<file path="src/rtl/words_pos_sequencer_pkg.sv">
// words_pkg: shared definitions for the words/POS trellis sequencer.
//   phase_t      : phase encoding, also driven onto phase_o
//   *_DEF        : default sentence-length and POS-count dimensions
package words_pkg;

    localparam int unsigned WORD_NUM_DEF     = 16;
    localparam int unsigned WORD_NUM_BIT_DEF = 4;
    localparam int unsigned POS_NUM_DEF      = 11;
    localparam int unsigned POS_NUM_BIT_DEF  = 4;

    typedef enum logic [2:0] {
        PH_IDLE  = 3'd0,
        PH_INIT  = 3'd1,
        PH_RECUR = 3'd2,
        PH_TERM  = 3'd3,
        PH_BACK  = 3'd4,
        PH_DONE  = 3'd5
    } phase_t;

endpackage

</file>
<file path="src/rtl/words_pos_sequencer_pos_wrap_counter.sv">
// pos_wrap_counter: counts 0..CNT_MAX-1 and wraps back to 0.
//   clk, reset_Words_control : clock, async active-low reset
//   clr      : synchronous clear to 0 (priority over en)
//   en       : advance by one, wrapping after CNT_MAX-1
//   cnt      : registered count
//   cnt_next : value cnt takes at the next edge
//   tc       : cnt is at CNT_MAX-1
module pos_wrap_counter
    import words_pkg::*;
#(
    parameter int unsigned CNT_MAX = POS_NUM_DEF,
    parameter int unsigned CNT_BIT = POS_NUM_BIT_DEF
) (
    input  logic               clk,
    input  logic               reset_Words_control,
    input  logic               clr,
    input  logic               en,
    output logic [CNT_BIT-1:0] cnt,
    output logic [CNT_BIT-1:0] cnt_next,
    output logic               tc
);

    localparam logic [CNT_BIT-1:0] CNT_LAST = CNT_BIT'(CNT_MAX - 1);

    assign tc = (cnt == CNT_LAST);

    always_comb begin
        cnt_next = cnt;
        if (clr) begin
            cnt_next = '0;
        end else if (en) begin
            cnt_next = tc ? '0 : cnt + 1'b1;
        end
    end

    always_ff @(posedge clk or negedge reset_Words_control) begin
        if (!reset_Words_control) begin
            cnt <= '0;
        end else begin
            cnt <= cnt_next;
        end
    end

endmodule

</file>
<file path="src/rtl/words_pos_sequencer.sv">
// words_pos_sequencer: Viterbi loop-nest sequencer (word t, state j, prev i)
// walking INIT -> RECUR -> TERM -> BACK for a programmable sentence length.
//   clk, reset_Words_control : clock, async active-low reset
//   start_i, sent_len_i      : start request with sentence length (IDLE only)
//   advance_i                : consumer accepts current index set (0 = stall)
//   word_o, pos_cur_o, pos_prev_o : current t, j, i
//   phase_o                  : current phase (phase_t encoding)
//   valid_o                  : index set is meaningful
//   first_prev_o/last_prev_o : RECUR with i == 0 / i == POS_num-1
//   busy_o, done_o, err_o    : not idle / completion pulse / rejected start pulse
module words_pos_sequencer
    import words_pkg::*;
#(
    parameter int unsigned word_num     = WORD_NUM_DEF,
    parameter int unsigned word_num_bit = WORD_NUM_BIT_DEF,
    parameter int unsigned POS_num      = POS_NUM_DEF,
    parameter int unsigned POS_num_bit  = POS_NUM_BIT_DEF
) (
    input  logic                    clk,
    input  logic                    reset_Words_control,
    input  logic                    start_i,
    input  logic [word_num_bit:0]   sent_len_i,
    input  logic                    advance_i,
    output logic [word_num_bit-1:0] word_o,
    output logic [POS_num_bit-1:0]  pos_cur_o,
    output logic [POS_num_bit-1:0]  pos_prev_o,
    output logic [2:0]              phase_o,
    output logic                    valid_o,
    output logic                    first_prev_o,
    output logic                    last_prev_o,
    output logic                    busy_o,
    output logic                    done_o,
    output logic                    err_o
);

    localparam int unsigned         LEN_W    = word_num_bit + 1;
    localparam logic [LEN_W-1:0]    LEN_MAX  = LEN_W'(word_num);
    localparam logic [LEN_W-1:0]    LEN_ONE  = LEN_W'(1);
    localparam logic [POS_num_bit-1:0] POS_LAST = POS_num_bit'(POS_num - 1);

    phase_t                  state_q, state_d;
    logic [word_num_bit-1:0] t_q, t_d;
    logic [LEN_W-1:0]        len_q, len_d;
    logic                    err_d;
    logic                    step;
    logic                    len_ok;
    logic                    t_at_last;

    logic                    i_clr, i_en, i_tc;
    logic                    j_clr, j_en, j_tc;
    logic [POS_num_bit-1:0]  i_cnt, i_nxt, j_cnt, j_nxt;

    assign step      = valid_o & advance_i;
    assign len_ok    = (sent_len_i != '0) && (sent_len_i <= LEN_MAX);
    assign t_at_last = ({1'b0, t_q} == (len_q - LEN_ONE));

    assign word_o     = t_q;
    assign pos_cur_o  = j_cnt;
    assign pos_prev_o = i_cnt;
    assign phase_o    = state_q;

    pos_wrap_counter #(
        .CNT_MAX (POS_num),
        .CNT_BIT (POS_num_bit)
    ) u_prev_cnt (
        .clk                 (clk),
        .reset_Words_control (reset_Words_control),
        .clr                 (i_clr),
        .en                  (i_en),
        .cnt                 (i_cnt),
        .cnt_next            (i_nxt),
        .tc                  (i_tc)
    );

    pos_wrap_counter #(
        .CNT_MAX (POS_num),
        .CNT_BIT (POS_num_bit)
    ) u_cur_cnt (
        .clk                 (clk),
        .reset_Words_control (reset_Words_control),
        .clr                 (j_clr),
        .en                  (j_en),
        .cnt                 (j_cnt),
        .cnt_next            (j_nxt),
        .tc                  (j_tc)
    );

    // The counters wrap to 0 on their own, so every phase exit that needs
    // j = 0 / i = 0 gets it from the wrap rather than an explicit clear.
    always_comb begin
        state_d = state_q;
        t_d     = t_q;
        len_d   = len_q;
        err_d   = 1'b0;
        i_clr   = 1'b0;
        i_en    = 1'b0;
        j_clr   = 1'b0;
        j_en    = 1'b0;
        unique case (state_q)
            PH_IDLE: begin
                i_clr = 1'b1;
                j_clr = 1'b1;
                t_d   = '0;
                if (start_i) begin
                    if (len_ok) begin
                        len_d   = sent_len_i;
                        state_d = PH_INIT;
                    end else begin
                        err_d = 1'b1;
                    end
                end
            end
            PH_INIT: begin
                if (step) begin
                    j_en = 1'b1;
                    if (j_tc) begin
                        if (len_q == LEN_ONE) begin
                            state_d = PH_TERM;
                        end else begin
                            state_d = PH_RECUR;
                            t_d     = word_num_bit'(1);
                        end
                    end
                end
            end
            PH_RECUR: begin
                if (step) begin
                    i_en = 1'b1;
                    if (i_tc) begin
                        j_en = 1'b1;
                        if (j_tc) begin
                            if (t_at_last) begin
                                state_d = PH_TERM;
                            end else begin
                                t_d = t_q + 1'b1;
                            end
                        end
                    end
                end
            end
            PH_TERM: begin
                if (step) begin
                    j_en = 1'b1;
                    if (j_tc) begin
                        state_d = (len_q > LEN_ONE) ? PH_BACK : PH_DONE;
                    end
                end
            end
            PH_BACK: begin
                if (step) begin
                    t_d = t_q - 1'b1;
                    if (t_q == word_num_bit'(1)) begin
                        state_d = PH_DONE;
                    end
                end
            end
            PH_DONE: begin
                i_clr   = 1'b1;
                j_clr   = 1'b1;
                t_d     = '0;
                state_d = PH_IDLE;
            end
            default: begin
                state_d = PH_IDLE;
            end
        endcase
    end

    // Status flags are registered from next-state values so they line up
    // with the registered indices they describe.
    always_ff @(posedge clk or negedge reset_Words_control) begin
        if (!reset_Words_control) begin
            state_q      <= PH_IDLE;
            t_q          <= '0;
            len_q        <= '0;
            valid_o      <= 1'b0;
            first_prev_o <= 1'b0;
            last_prev_o  <= 1'b0;
            busy_o       <= 1'b0;
            done_o       <= 1'b0;
            err_o        <= 1'b0;
        end else begin
            state_q      <= state_d;
            t_q          <= t_d;
            len_q        <= len_d;
            valid_o      <= state_d inside {PH_INIT, PH_RECUR, PH_TERM, PH_BACK};
            first_prev_o <= (state_d == PH_RECUR) && (i_nxt == '0);
            last_prev_o  <= (state_d == PH_RECUR) && (i_nxt == POS_LAST);
            busy_o       <= (state_d != PH_IDLE);
            done_o       <= (state_d == PH_DONE);
            err_o        <= err_d;
        end
    end

endmodule

</file>
<file path="config.mk">
export PLATFORM = sky130hd
export DESIGN_NAME = words_pos_sequencer
export DESIGN_NICKNAME = d
export VERILOG_FILES = /design/src/rtl/words_pos_sequencer_pkg.sv /design/src/rtl/words_pos_sequencer_pos_wrap_counter.sv /design/src/rtl/words_pos_sequencer.sv
export SDC_FILE = /design/constraint.sdc
export NUM_CORES = 1
export LEC_CHECK = 0
export ABC_AREA = 0
export CELL_PAD_IN_SITES_DETAIL_PLACEMENT = 1
export CELL_PAD_IN_SITES_GLOBAL_PLACEMENT = 2
export CORE_MARGIN = 2
export CORE_UTILIZATION = 30
export CTS_BUF_LIST = sky130_fd_sc_hd__clkbuf_2 sky130_fd_sc_hd__clkbuf_4 sky130_fd_sc_hd__clkbuf_8
export DETAILED_ROUTE_END_ITERATION = 10
export GPL_ROUTABILITY_DRIVEN = 0
export HOLD_SLACK_MARGIN = 0.02
export PLACE_DENSITY = 0.79
export SLEW_MARGIN = 20
export SYNTH_ARGS = -nofsm -noshare
export SYNTH_HDL_FRONTEND = slang
export SYNTH_SLANG_ARGS = --single-unit
</file>
<file path="constraint.sdc">
create_clock -name clk -period 1.7 [get_ports clk]
set_input_delay 0.51 -clock clk [delete_from_list [all_inputs] [get_ports clk]]
set_output_delay 0.51 -clock clk [all_outputs]
set_load 0.1 [all_outputs]
</file>
==> flow_summary.ini <==
[status]
status = finished, violations left
violations = setup timing

[sta]
final_min_period_over_clock_period_pct = 120.8
slew_violations = 0
max-slew-margin-rel_pct = 75.00
setup_viol = 18
skew_ns = 0.002434
layout_setup_ws_ns = -0.3544
hold_viol_final = 0
rsz0062_at_grt = yes
fmax_ghz = 0.4868
worstMarginPinSlew_ns = 0.3750
finalCriticalPeriod_ns = 2.054
holdWs_ns = 0.4653

[route]
avgViaCountPerCell = 5.212
ant_nets = 0
route.detailed.drc = 0
wl_met1_mm = 2.879
wirelength_mm = 7.047
first_pass_iters = 4
highest_layer = met4
vias = 1772
drtIter0Drc = 41
wl_met2_mm = 3.795
route.met3.wl_um = 247
wl_per_cell_um = 20.73

[grt]
grt_pass1_wl_mm = 10.61
grt_max_degree = 27
antenna_found_initial = 0
grt_overflow_total = 0
grt_pass1_vias = 2040
grt_use_total_pct = 22.16

[clock_tree]
clkLatencyLatePin_ns = 0.29
root_buffer = clkbuf_8
cts_sinks = 26
numCtsBuffers = 3
cts_buffer_depth = 2
htree_levels = 1
cts_tree = yes
clk_pin_slew_ns = 0.10

[worst_setup_path]
r2r_end = done_o
cp-start-kind = flop
end_kind = flop
cp_slowest_stage_delay_ns = 0.50
worst-path-buf-inv = 2
rr_startpoint = phase_o[0]
criticalPathCategory = reg2reg
crit_chain = or3b_4 -> nor3_2 -> nand4_1 -> buf_6 -> o2111ai_4 -> buf_4 -> and2_1
ff2ff_setup_slack_ns = -0.35
crit_fanout = 5
arrival_ns = 2.29
cp_top_family = simple AND/OR/NAND/NOR gates
cpMaxStageDelayCell = dfrtp_4
rr_worst_depth = 7
required_ns = 1.93

[floorplan]
fp.dieH_um = 78.20
rows = 27
start_util_pct = 30.56
pin_count = 30
core_sq_um = 5405
die_w_um = 78.20
die_area_sq_um = 6114

[synthesis]
async_flop_share_pct = 100.0
ys_seq_area_share_pct = 39.39
synth_area_leader_cell = dfrtp_1
synthTopCellsByArea = dfrtp_1 (39%), ha_1 (5.3%), mux2_2 (4.8%)
netlist_area_sq_um = 1652
ys_warn_count = 0
syn_inst = 166
avgSynthCellArea_sq_um = 9.949
synthFlopType = dfrtp_1
ys_types = 50
synth_seq_cells = 26
synth_edf_count = 0
synthDominantCellAreaShare_pct = 39.39
synthesis.nets = 182

[hold_path]
hold_class = in2reg
whs_endpoint = len_q[0]
hold-path-cell-count = 2
hold_start = sent_len_i[0]

[layout]
fillers = 569
utilization_pct = 60.37
syn_to_final_growth_pct = 97.58
layout_commonest_cell = buf_4
layout_common_cells = buf_4 (55), buf_12 (23), buf_6 (16), dfrtp_1 (12), dfrtp_2 (10)
antenna_cells = 0
drive_gt1_share_pct = 65.30
stdcell_area_sq_um = 3263
nets = 285

[power]
irDropWorstVdd_mv = 0.9973
swShare_pct = 48.21
p_int_mw = 3.457
pwr-share-seq_pct = 16.7
power.share.clock_pct = 8.3
combPwrFrac_pct = 75.1
p_total_mw = 6.676
leakage_nw = 1.408
p_sw_mw = 3.218
power_density_nw_per_um2 = 2046

[place]
hpwlAfterDp_mm = 4.231
post_dp_cell_area_sq_um = 2629
pre_cts_ws_ns = -0.8070
port_buffers = 29

[job]
max-cap-violations = 0
## synth_stat cells, types with 2 or more instances
master and number:
mux2i_1 3, or4_1 2, dfrtp_1 26, nand4_1 4, nand2b_1 3, nor3_1 4, and2_1 3, mux2_2 7
nor4_1 2, a21o_1 5, nor2_1 7, nand2_1 8, o31ai_1 3, xor2_1 2, a21oi_1 9, o21ai_0 9
nand3_1 4, inv_1 13, ha_1 7, or2_2 2, o22ai_1 2, o2bb2ai_1 3, nor4b_1 3, nor3b_1 3
xnor2_1 7
## per-stage QoR
step / TNS [ns] / instances
final: -3.551 / 340
after global routing: -5.038 / 340
after CTS: -2.500 / 329
after detailed placement: -13.11 / 314
after global placement: -11.56 / 314
after floorplan: -4.568 / 166
## sequential cells by signal, indices dropped and copies added (netlist names)
signal          count
len_q               5
u_cur_cnt.cnt       4
u_prev_cnt.cnt      4
word_o              4
phase_o             3
busy_o              1
done_o              1
err_o               1
first_prev_o        1
last_prev_o         1
valid_o             1
## repair_timing
item / 4_1_cts / 5_1_grt
pin swaps: 24 / 14
hold buffers: 0 / 0
endpoints found under the setup margin: 24 / 26
buffers inserted: 11 / 12
resized for setup: 57 / 50
## per-layer routing
metal	vias to the layer above	global-route usage, %
li1	816	-
met1	905	25.83
met2	39	42.50
met3	12	3.448
met4	0	4.737
met5	-	0
## cell type report
class / count / area (sq um) / area share [%]
Tap cell: 72 / 90.09 / 2.761
Timing Repair Buffer: 102 / 1135 / 34.78
Multi-Input combinational cell: 123 / 1227 / 37.62
Clock buffer: 3 / 41.29 / 1.265
Inverter: 13 / 61.31 / 1.879
Sequential cell: 26 / 678.2 / 20.78
Clock inverter: 1 / 30.03 / 0.9202
## logic make-up after synthesis
| family | count (synthesis) | synth area share [%] |
|---|---|---|
| simple gates | 54 | 20.68 |
| compound gates | 42 | 17.95 |
| flops | 26 | 39.39 |
| buf+inv | 17 | 4.621 |
| mux | 11 | 7.273 |
| xor+xnor | 9 | 4.773 |
| fa+ha+maj | 7 | 5.303 |
## worst max-delay path by stage
stage	cells past startpoint	slack [ns]	endpoint	start
after floorplan	5	-0.47	last_prev_o	phase_o[0]
after global placement	6	-0.62	len_q[3]	sent_len_i[1]
after detailed placement	6	-0.81	first_prev_o	sent_len_i[1]
after CTS	6	-0.27	valid_o	phase_o[0]
after global routing	7	-0.45	done_o	phase_o[0]
final	7	-0.35	done_o	phase_o[0]
## power groups by stage
| stage | combinational [mW] | clock [mW] | sequential, mW |
|---|---|---|---|
| final | 5.01 | 0.553 | 1.11 |
| after global routing | 5.25 | 0.590 | 1.14 |
| after CTS | 4.37 | 0.551 | 1.07 |
| after detailed placement | 3.92 | 0 | 1.05 |
| after global placement | 3.82 | 0 | 1.03 |
| after floorplan | 1.14 | 0 | 2.17 |
Power figures use the tool's default switching activity.
